**config.mk**
```make
export PLATFORM = sky130hd
export DESIGN_NAME = ram_block_loader
export DESIGN_NICKNAME = d
export VERILOG_FILES = /design/src/rtl/ram_block_loader.sv
export SDC_FILE = /design/constraint.sdc
export NUM_CORES = 1
export LEC_CHECK = 0
export CORE_MARGIN = 2
export CORE_UTILIZATION = 25
export CTS_CLUSTER_DIAMETER = 150
export CTS_CLUSTER_SIZE = 25
export DETAILED_ROUTE_END_ITERATION = 10
export GPL_TIMING_DRIVEN = 0
export PLACE_DENSITY_LB_ADDON = 0.1
export SYNTH_ARGS = -nofsm -noshare
export SYNTH_HDL_FRONTEND = slang
export SYNTH_SLANG_ARGS = --single-unit
```
**constraint.sdc**
```tcl
create_clock -name Clk -period 7.56 [get_ports Clk]
set_input_delay 0.756 -clock Clk [delete_from_list [all_inputs] [get_ports Clk]]
set_output_delay 0.756 -clock Clk [all_outputs]
set_load 0.01 [all_outputs]
```
**src/rtl/ram_block_loader.sv**
```systemverilog
// ram_block_loader: sequential write-then-verify master for the RAM block port.
//
// Accepts a stream of 32-bit words over a valid/ready handshake. Each word is
// written to a consecutive RAM address starting at a captured base. The same
// range is then read back, and the read-back sum is compared with the write sum.
//
// Ports:
//   Clk, Reset            clock, asynchronous active-high reset
//   Start                 begin a load (sampled in idle only)
//   Base_Addr, Length     first address and word count, captured on Start
//   Data_In, Data_Valid   stream word and its valid flag
//   Data_Ready            loader accepts Data_In this cycle
//   Enable, RW, Address   RAM control (RW: 1 = read, 0 = write)
//   Ram_In, Ram_Out       RAM write data / combinational read data
//   Busy, Done            operation in progress / one-cycle completion pulse
//   Pass, Checksum        verify result and write sum, held until next Start

module ram_block_loader (
  input  logic        Clk,
  input  logic        Reset,
  input  logic        Start,
  input  logic [15:0] Base_Addr,
  input  logic [15:0] Length,
  input  logic [31:0] Data_In,
  input  logic        Data_Valid,
  output logic        Data_Ready,
  output logic        Enable,
  output logic        RW,
  output logic [15:0] Address,
  output logic [31:0] Ram_In,
  input  logic [31:0] Ram_Out,
  output logic        Busy,
  output logic        Done,
  output logic        Pass,
  output logic [31:0] Checksum
);

  typedef enum logic [1:0] {StIdle, StWrite, StRead, StFinish} state_e;

  state_e      state_q;
  logic [15:0] base_q, len_q, cnt_q, remain_q;
  // Last values driven onto the RAM port; outputs hold these when idle.
  logic [15:0] addr_last_q;
  logic [31:0] data_last_q;
  logic [31:0] wsum_q, rsum_q, checksum_q;
  logic        busy_q, done_q, pass_q;

  logic        wr_fire, rd_fire, last_word;
  logic [31:0] rsum_next;

  assign wr_fire   = (state_q == StWrite) && Data_Valid;
  assign rd_fire   = (state_q == StRead);
  assign last_word = (remain_q == 16'd1);
  // Includes the word being read this cycle, so the last compare sees the full sum.
  assign rsum_next = rsum_q + Ram_Out;

  always_comb begin
    Data_Ready = (state_q == StWrite);
    Enable     = wr_fire | rd_fire;
    RW         = ~wr_fire;
    Address    = (wr_fire | rd_fire) ? cnt_q : addr_last_q;
    Ram_In     = wr_fire ? Data_In : data_last_q;
  end

  assign Busy     = busy_q;
  assign Done     = done_q;
  assign Pass     = pass_q;
  assign Checksum = checksum_q;

  always_ff @(posedge Clk or posedge Reset) begin
    if (Reset) begin
      state_q     <= StIdle;
      base_q      <= 16'd0;
      len_q       <= 16'd0;
      cnt_q       <= 16'd0;
      remain_q    <= 16'd0;
      addr_last_q <= 16'd0;
      data_last_q <= 32'd0;
      wsum_q      <= 32'd0;
      rsum_q      <= 32'd0;
      checksum_q  <= 32'd0;
      busy_q      <= 1'b0;
      done_q      <= 1'b0;
      pass_q      <= 1'b0;
    end else begin
      done_q <= 1'b0;
      if (wr_fire | rd_fire) addr_last_q <= cnt_q;
      if (wr_fire)           data_last_q <= Data_In;

      unique case (state_q)
        StIdle: begin
          if (Start) begin
            base_q     <= Base_Addr;
            len_q      <= Length;
            cnt_q      <= Base_Addr;
            remain_q   <= Length;
            wsum_q     <= 32'd0;
            rsum_q     <= 32'd0;
            checksum_q <= 32'd0;
            busy_q     <= 1'b1;
            if (Length == 16'd0) begin
              // Empty load: both sums are zero, so the verify trivially passes.
              state_q <= StFinish;
              done_q  <= 1'b1;
              pass_q  <= 1'b1;
            end else begin
              state_q <= StWrite;
              pass_q  <= 1'b0;
            end
          end
        end
        StWrite: begin
          if (Data_Valid) begin
            wsum_q <= wsum_q + Data_In;
            if (last_word) begin
              cnt_q    <= base_q;
              remain_q <= len_q;
              state_q  <= StRead;
            end else begin
              cnt_q    <= cnt_q + 16'd1;
              remain_q <= remain_q - 16'd1;
            end
          end
        end
        StRead: begin
          rsum_q   <= rsum_next;
          cnt_q    <= cnt_q + 16'd1;
          remain_q <= remain_q - 16'd1;
          if (last_word) begin
            // Result registered on entry to finish so it is valid with Done.
            state_q    <= StFinish;
            done_q     <= 1'b1;
            pass_q     <= (rsum_next == wsum_q);
            checksum_q <= wsum_q;
          end
        end
        StFinish: begin
          state_q <= StIdle;
          busy_q  <= 1'b0;
        end
        default: state_q <= StIdle;
      endcase
    end
  end

endmodule

```
---- After elaboration in Yosys (flattened, before gate mapping) ----
Index checks and enable logic that the tools add are counted.
word-level totals
  output and inout port bits .............. 86
  bits of input ports ..................... 100
  register bits after elaboration ......... 213
cells by class
  eq/ne operators ......................... 9
  reduce and logical (&&, ||, !) cells .... 14
  bitwise logic cells ..................... 2
  multiplexer cells ....................... 31
  add/subtract/negate cells ............... 4
operators by type and width
  kind                                                   count
  case mux 32 bit (2 select lines)                       3
  two-way mux 32 bit                                     4
  two-way mux 16 bit                                     7
  case mux 16 bit (3 select lines)                       2
  adder 32 bit                                           2
  equality test 32 bit                                   1
  adder 16 x 1 -> 16 bit, second input constant          1
  equality test 16 x 1 -> 1 bit, second input constant   1
  logical NOT 16 bit                                     1
  subtractor 16 x 1 -> 16 bit, second input constant     1
  two-way mux 2 bit                                      5
  AND reduction 3 bit                                    3
  case mux 2 bit (4 select lines)                        1
  two-way mux 1 bit                                      6
  case mux 1 bit (2 select lines)                        3
  AND reduction 2 bit                                    3
  nonzero test 2 bit                                     3
  equality test 2 bit, second input constant             2
  inequality test 2 x 1 -> 1 bit, second input constant  2
  inequality test 2 bit, second input constant           2
  AND reduction 4 bit                                    1
  nonzero test 3 bit                                     1
  equality test 2 x 1 -> 1 bit, second input constant    1
  logical NOT 2 bit                                      1
  other kinds (3)                                        3

---- Logic depth before layout (Yosys ltp) ----
  depth in word-level cells ............... 4
  mapped depth ............................ 14

---- Worst setup path before layout ----
Ideal clock, no wire load.
  path type ............................... input-to-reg
  from .................................... input port Ram_Out[5]
  to ...................................... register pass_q, in the netlist Pass
  stages on the path ...................... 13
  library setup time ...................... 66 ps
  slack ................................... 3858 ps
  buffers on the path ..................... 1
  data arrival time ....................... 3636 ps
  required time ........................... 7494 ps
  cells stage by stage .................... ha_1 > clkbuf_1 > nand4_1 > nor2_1 > a21boi_1 > o41ai_2 > nand2_1 > a31oi_1 > nor4bb_1 > or4_1 > a2111oi_0 > nand4_1 > nand2_1
between the ends
  longest elaborated chain between the ends .. 4
ends and longest elaborated chain
  what                             line  text
  from (decl)                      31    input logic [31:0] Ram_Out,
  adder 32 bit                     55    assign rsum_next = rsum_q + Ram_Out;
  equality test 32 bit             133   pass_q <= (rsum_next == wsum_q);
  two-way mux 1 bit                129   if (last_word) begin
  case mux 1 bit (2 select lines)  90    unique case (state_q)
  to (signal assigned)             133
  to (decl)                        46    logic busy_q, done_q, pass_q;
No other way between the ends. The select of a mux whose other input is x is not followed.
A chain may end at the register's enable or synchronous reset.

---- Worst setup path after layout ----
Ends and elaborated chain as after synthesis.

==> flow_metrics.env <==
export IMPL_outcome="finished, final reports clean"
export IMPL_avgSynthCellArea_um2=9.57
export IMPL_cts_made_buffers=12
export IMPL_cts_setup_buffers=0
export IMPL_synth_edf_count=0
export IMPL_cts_root_buf="clkbuf_16"
export IMPL_worst_ep_arrival_time_ps=5150
export IMPL_r2r_slack_ps=3100
export IMPL_worst_slack_ps=2860
export IMPL_r2r_end="Pass"
export IMPL_cap_violations=0
export IMPL_rows=83
export IMPL_post_route_period_util_pct=62.1
export IMPL_drt_wl_total_um=44500
export IMPL_synth_most_common_cell="dfrtp_1"
export IMPL_clkTransAtPathRegs_ps=110
export IMPL_skew_ps=15.0
export IMPL_leakagePower_nw=6.81
export IMPL_tightest_slew_ps=1150
export IMPL_seqCellArea_um2=5330
export IMPL_drt_pass1_iterations=5
export IMPL_io_pins=186
export IMPL_drv_slew=0
export IMPL_fin_setup_tns_ps=0
export IMPL_multi_input_area_um2=7310
export IMPL_startpoint="Ram_Out[5]"
export IMPL_die_h_um=232
export IMPL_synthesis_area_um2=13000
export IMPL_critPathCaptureType="flip-flop"
export IMPL_synth_top_area_share_pct=41.0
export IMPL_whs_ps=493
export IMPL_ctsLongestPathBuffers=3
export IMPL_async_flop_share_pct=100
export IMPL_vias_per_cell=4.89
export IMPL_synth_area_leaders="dfrtp_1, mux2_2, ha_1, o21ai_0, nand2_1"
export IMPL_area_delta_synth_final_pct=24.1
export IMPL_postCtsHoldBufs=0
export IMPL_via_count=11000
export IMPL_yosys_most_used_dff="dfrtp_1"
export IMPL_grt_ovfl_total=0
export IMPL_die_w_um=232
export IMPL_critPathLaunchType="input port"
export IMPL_cp_endpoint="Pass"
export IMPL_post_cts_resized=0
export IMPL_relSlewSlack_pct=22.9
export IMPL_max_freq_ghz=0.213
export IMPL_synth_seq_cells=213
export IMPL_synth_nets=1528
export IMPL_gp_routability_congestion=0.833
export IMPL_grt_pass1_wl_um=68200
export IMPL_ir_worst_vdd_uv=154
export IMPL_antenna_found_initial=0
export IMPL_htreeDepth=1
export IMPL_ys_seq_area_share_pct=41.0
export IMPL_setup_viol=0
export IMPL_cp_max_fo=9
export IMPL_finalHoldViolCount=0
export IMPL_dp_hpwl_um=34200
export IMPL_drt_iter0_drc=638
export IMPL_clk_latency_ps=510
export IMPL_grt_usage_pct=16.4
export IMPL_antenna_cells=0
export IMPL_fin_area_um2=16100
export IMPL_path_class="input port to flip-flop"
export IMPL_layout_drive_gt1_share_pct=7.44
export IMPL_coreArea_um2=51300
export IMPL_first_global_vias=11000
export IMPL_ant_nets=0
export IMPL_clock_sinks=213
export IMPL_yosys_warnings=0
export IMPL_grt_max_degree=89
export IMPL_placed_cell_area_um2=15800
export IMPL_routedWlPerCell_um=19.9
export IMPL_synthCells=1357
export IMPL_fill_cells=5425
export IMPL_start_util_pct=25.3
export IMPL_p_per_area_nw_per_um2=413
export IMPL_min_period_ps=4700
export IMPL_final_util_pct=31.4
export IMPL_dieArea_um2=53800
export IMPL_synthTopCellsByCount="dfrtp_1, nand2_1, o21ai_0, mux2_2, a21oi_1"
export IMPL_r2r_start="rsum_q[5]"
export IMPL_cts_tree="built"
export IMPL_io_buffers=185
export IMPL_ys_types=71
export IMPL_dp_slack_ps=2340
export IMPL_worstPathRequired_ps=8010
export IMPL_synth_area_leader_cell="dfrtp_1"
export IMPL_rsz0062_at_grt="no"
export IMPL_nets=1729
export IMPL_reg2reg_depth=13
export IMPL_hold_class="flip-flop to flip-flop"
export IMPL_drc=0
[critical path, stage by stage]
cell and delay, ps:
clkdlybuf4s50_1 410, ha_1 270, clkbuf_1 310, nand4_1 160, nor2_1 150, a21boi_1 200
o41ai_2 660, nand2_1 350, a31oi_1 540, nor4bb_1 120, or4_1 550, a2111oi_0 320
nand4_1 220, nand2_1 110
[final cells by class]
cell class | instances | area share (%)
multi-input cells | 1053 | 45.3
flip-flops and latches | 213 | 33.1
repair buffers | 187 | 11.8
well taps | 680 | 5.28
clock buffers | 13 | 2.02
plain buffers | 63 | 1.52
inverters | 28 | 0.699
clock inverters | 2 | 0.241
[power by group]
part           total, mW  leakage [nW]  internal [mW]  switching, mW
clock network      0.771         0.179          0.348          0.423
logic               3.95          3.94           1.67           2.28
registers           1.93          2.69           1.59          0.337
[layout by cell type (no fill, tap or decap), types with 46 or more instances in the layout]
cell type and instances:
o21ai_0 155, ha_1 69, nand2_1 167, clkbuf_1 54
a22o_1 46, a21oi_1 71, clkdlybuf4s50_1 185, nor2_1 59
xnor2_1 57, dfrtp_1 213, mux2_2 80
[metal layers]
layer,share of wire [%],GRT usage [%]
met2,45,26.1
met5,0,0
met4,1.2,2.86
met3,3.3,1.63
met1,51,24.2
[registers in the layout, indices dropped and copies added (netlist names), 16 cells and up]
name	count
data_last_q	32
remain_q	16
len_q	16
base_q	16
wsum_q	32
Checksum	32
rsum_q	32
addr_last_q	16
cnt_q	16
[worst min-delay path by stage]
stage	to	from	slack (ps)	cells past startpoint
4_1_cts	rsum_q[6]	rsum_q[6]	500	2
5_1_grt	data_last_q[8]	data_last_q[8]	520	1
3_3_place_gp	rsum_q[6]	rsum_q[6]	470	2
2_1_floorplan	rsum_q[27]	rsum_q[27]	450	2
3_5_place_dp	rsum_q[6]	rsum_q[6]	470	2
6_report	rsum_q[6]	rsum_q[6]	490	2
[cells by family after synthesis]
group | share of synthesized area, %
AOI/OAI and AO/OA | 21.5
xor gates and xnor gates | 7.16
buffers and inverters | 2.70
adders and majority gates | 6.96
muxes | 7.01
and+or+nand+nor | 13.7
DFF | 41.0
[metrics by stage]
stage / total power, mW / instances
after floorplan: 4.48 / 1357
after global placement: 5.92 / 2222
after detailed placement: 5.94 / 2224
after CTS: 6.75 / 2239
after global routing: 7.26 / 2239
final: 6.65 / 2239
Power figures use the tool's default switching activity.
==> variant 1, RTL diff (same settings) <==
Re-encode `state_e` (4 states) as Gray code, 2 bits wide.
--- a/src/rtl/ram_block_loader.sv
+++ b/src/rtl/ram_block_loader.sv
@@ -36,5 +36,5 @@
 );
 
-  typedef enum logic [1:0] {StIdle, StWrite, StRead, StFinish} state_e;
+  typedef enum logic [1:0] {StIdle = 2'b00, StWrite = 2'b01, StRead = 2'b11, StFinish = 2'b10} state_e;
 
   state_e      state_q;
Formal check against the unedited RTL: no difference found for any inputs over 4 cycles, from zero or initial values and one cycle with Reset high; so few cycles prove little.
==> variant 1 against the unedited design <==
Synthesized area up 0.67%. Critical endpoint is now Address[13]. Routed wire length rose by 3.9%. Critical path type is now reg -> out. Worst setup slack gained 500 ps. Critical path depth is 7 lower. Combinational power grew 1%. Total power grew 1.3%. Cell area is 0.40% higher. Sequential cell count unchanged. Count of clock-buffer cells in the layout did not move. Cell count shrank 1.2%.
==> variant 1: results <==
set metrics [dict create \
    status "finished clean" \
    drive_gt1_frac 0.07763 \
    n_fill_cell 5466 \
    syn_nets 1503 \
    dpl.hpwl_mm 35.73 \
    drt-pass1-iter-count 5 \
    synthArstFlopShare 1.000 \
    drtIter0Drc 653 \
    hold_start "rsum_q[22]" \
    maxCapViolations 0 \
    holdCritPathClass "reg -> reg" \
    arrival_ps 3440 \
    r2r-start "rsum_q[9]" \
    finalWeightedCongestion 0.8349 \
    hold_depth 2 \
    hold_end "rsum_q[22]" \
    ys_warn_count 0 \
    grt_max_degree 108 \
    fin_skew_ps 37.66 \
    p_leak_nw 6.844 \
    ys_types 82 \
    cts_setup_buffers 0 \
    r2r_end "Pass" \
    worstPathMaxFanout 10 \
    cts_resized 0 \
    root_buffer "clkbuf_16" \
    nets 1704 \
    relSlewSlack 0.3019 \
    cts_buffers 12 \
    r2r_cells 12 \
    synthTopCellsByArea "dfrtp_1 41%, ha_1 6.7%, mux2_2 6.5%, a22o_1 4.3%, o21ai_0 4.3%" \
    grt_usage 0.1710 \
    placed_area_mm2 0.01584 \
    grt_pass1_vias 11385 \
    ir_drop_mv 0.1265 \
    netlist_top_cells_count "213 x dfrtp_1, 112 x nand2_1, 112 x o21ai_0, 85 x a21oi_1, 75 x mux2_2" \
    viasPerCell 5.014 \
    synth-seq-area-share 0.4076 \
    clk-insertion-delay-late_ps 530 \
    cts_max_level 1 \
    r2r_setup_slack_ps 3730 \
    diodes 0 \
    port_buffers 185 \
    ctsLongestPathBuffers 3 \
    grt_antenna_before_repair 1 \
    grt_pass1_wl_mm 70.61 \
    finalWirelength_mm 46.25 \
    cts.reportedPaths.clkPinSlew_ps 120 \
]
variant 1: cell types whose count changed after synthesis, sizes merged, moves of 17 or more:
| cell | unedited run | this run |
|---|---|---|
| a221oi | 5 | 26 |
| a22o | 46 | 64 |
| a22oi | 25 | 3 |
| nand2 | 167 | 112 |
| nor3 | 11 | 28 |
| o21ai | 157 | 125 |
| xnor2 | 57 | 39 |
variant 1: worst max path at each step:
stage | from | end | cells past startpoint
floorplan | Reset | Busy | 1
global placement | Reset | data_last_q[21] | 2
detailed placement | Ram_Out[11] | Pass | 13
CTS | state_q[1] | Address[11] | 7
global route | state_q[1] | Address[2] | 7
finish | state_q[1] | Address[13] | 7
variant 1: report_power, final:
part	internal [mW]	switching, mW
Sequential	1.60	0.399
Combinational	1.74	2.25
Clock	0.316	0.428
variant 1: layer usage:
layer,global-route usage,wire [µm]
met2,0.2986,22580
met5,0,13
met1,0.2238,20950
met4,0.03722,924
met3,0.02316,1788
variant 1: worst max-delay path: stages (launching register included):
cell             delay [ps]
dfrtp_1                 390
inv_1                    90
ha_1                    260
clkbuf_1                300
a21oi_1                 320
clkbuf_1                640
mux2_2                  440
clkdlybuf4s50_1         480
variant 1: metrics by stage:
step / hold WS, ps / worst slack [ps] / instances / power [mW] / setup TNS, ps
3_5_place_dp: 471.5 / 2872 / 2198 / 6.060 / 0
3_3_place_gp: 464.1 / -2930 / 2196 / 6.045 / -615410
6_report: 493.0 / 3368 / 2213 / 6.737 / 0
4_1_cts: 497.4 / 3270 / 2213 / 6.842 / 0
5_1_grt: 515.9 / 3105 / 2213 / 7.336 / 0
2_1_floorplan: 441.6 / 981.4 / 1331 / 4.587 / 0
variant 1: final cells by class:
class                      instances  area, µm²  share of cell area
clock buffer                      13      325.3             0.02010
multi-input combinational       1012       7337              0.4534
inverter                          38      150.1            0.009278
buffer                            68      266.5             0.01647
tap                              680      850.8             0.05257
sequential                       213       5330              0.3294
clock inverter                     2      16.27            0.001005
timing repair buffer             187       1907              0.1178
variant 1: kinds of logic after synthesis:
group / synth area share
XOR/XNOR: 0.06286
buffers and inverters: 0.03129
adder cells (fa/ha/maj): 0.07004
AND/OR/NAND/NOR: 0.1307
multiplexers: 0.06688
AO/OA/AOI/OAI: 0.2306
flip-flops: 0.4076
==> variant 2, RTL diff (same settings) <==
Made on the original files. Reset style: synchronous (`Reset`), changed in one clocked block. Comments in the files are not updated.
--- a/src/rtl/ram_block_loader.sv
+++ b/src/rtl/ram_block_loader.sv
@@ -68,5 +68,5 @@
   assign Checksum = checksum_q;
 
-  always_ff @(posedge Clk or posedge Reset) begin
+  always_ff @(posedge Clk) begin
     if (Reset) begin
       state_q     <= StIdle;
Behaviour: differs if Reset is asserted again (counterexample within 4 cycles, from zero or initial values and one cycle with Reset high); with Reset held inactive, the same outputs for 4 cycles.
==> variant 2 against the unedited design <==
Register-to-register slack better by 240 ps. Synthesized area up 1.7%. Synthesized cell count up 21%. Cell area up 1.1%. Sequential cell count unchanged. Worst setup slack worse by 10 ps. Via count up 16%. Highest routed layer is now met5. Sequential share of layout area down 6.9 points. Routed wire length up 13%. Global-route usage up 1.6 points.
Power is not compared: it rests on default switching activity, and its combinational part moved more than twofold at a synthesized area within 25%.
==> variant 2: results <==
set metrics [dict create \
    grt_usage 0.1798 \
    drt-pass1-iter-count 5 \
    finalWirelength_mm 50.23 \
    startpoint "Ram_Out[0]" \
    status "finished clean" \
    arrival_ps 5110 \
    synth-seq-area-share 0.3227 \
    grt_pass1_wl_mm 75.70 \
    vias 12761 \
    ir_drop_mv 0.1482 \
    port_buffers 184 \
    nets 2008 \
    r2r_end "Pass" \
    grt_antenna_before_repair 2 \
    routedWlPerCell_um 19.87 \
    r2r_setup_slack_ps 3340 \
    p_leak_nw 6.305 \
    met3_wirelength_mm 2.096 \
    synthArstFlopShare 0 \
    netlist_top_cells_count "213 x dfxtp_1, 213 x nor2_1, 140 x a21oi_1, 139 x nand2_1, 103 x clkbuf_1" \
    n_fill_cell 5676 \
    fin_skew_ps 36.00 \
    worst_path_max_delay_cell "a2111oi_0" \
    syn_nets 1810 \
    synthMuxAreaShare 0.04393 \
    synth_compound_area_frac 0.2295 \
    whs_ps 465.7 \
    worstPathMaxFanout 6 \
    finalWeightedCongestion 0.8830 \
    wl_met1_mm 22.58 \
    synth-adder-area-share 0.06836 \
    synth_xor_area_frac 0.07603 \
    drive_gt1_frac 0.04350 \
    grt_pass1_vias 12480 \
    placed_area_mm2 0.01592 \
    hold_start "base_q[11]" \
    grt_max_degree 26 \
    synthTopCellsByArea "dfxtp_1 32%, ha_1 6.5%, nor2_1 6.0%, a21oi_1 5.3%, a22oi_1 4.5%" \
    drtIter0Drc 667 \
    r2r-start "rsum_q[0]" \
    globalRouteMet3Util 0.02322 \
    dp_slack_ps 2418 \
    max_stage_delay_ps 680 \
    dominantRegCellSynth "dfxtp_1" \
    wl_met2_mm 24.40 \
    dp_cells 2511 \
    top_layer_used "met5" \
    dpl.hpwl_mm 39.82 \
    met1_usage 0.2320 \
    hold_end "base_q[11]" \
    relSlewSlack 0.2050 \
    syn_area_per_cell_um2 8.063 \
    met2_usage 0.3172 \
    synth_top_area_frac 0.3227 \
    ys_types 73 \
]
variant 2: final cells by class:
type                       count  area (µm²)  area share
sequential                   213        4264      0.2618
antenna                        1       2.502   0.0001536
multi-input combinational   1292        8441      0.5182
timing repair buffer         184        1842      0.1131
clock buffer                  13       325.3     0.01997
buffer                       107       409.1     0.02512
clock inverter                 3       42.54    0.002612
inverter                      27       101.3    0.006222
tap                          688       860.8     0.05285
variant 2: worst max-delay path by stage:
stage                        endpoint  slack, ps  depth (start not counted)
after floorplan                  Pass       3930                         13
after global placement           Pass       2430                         14
after detailed placement         Pass       2420                         14
final                            Pass       2850                         14
after CTS                 Address[11]       2860                          7
after global routing      Address[10]       2730                          7
variant 2: report_power, final:
group          total [mW]  switching (mW)  internal (mW)
registers            1.42           0.149           1.27
clock network       0.769           0.422          0.348
logic                1.75            1.04          0.712
total                3.94            1.61           2.33
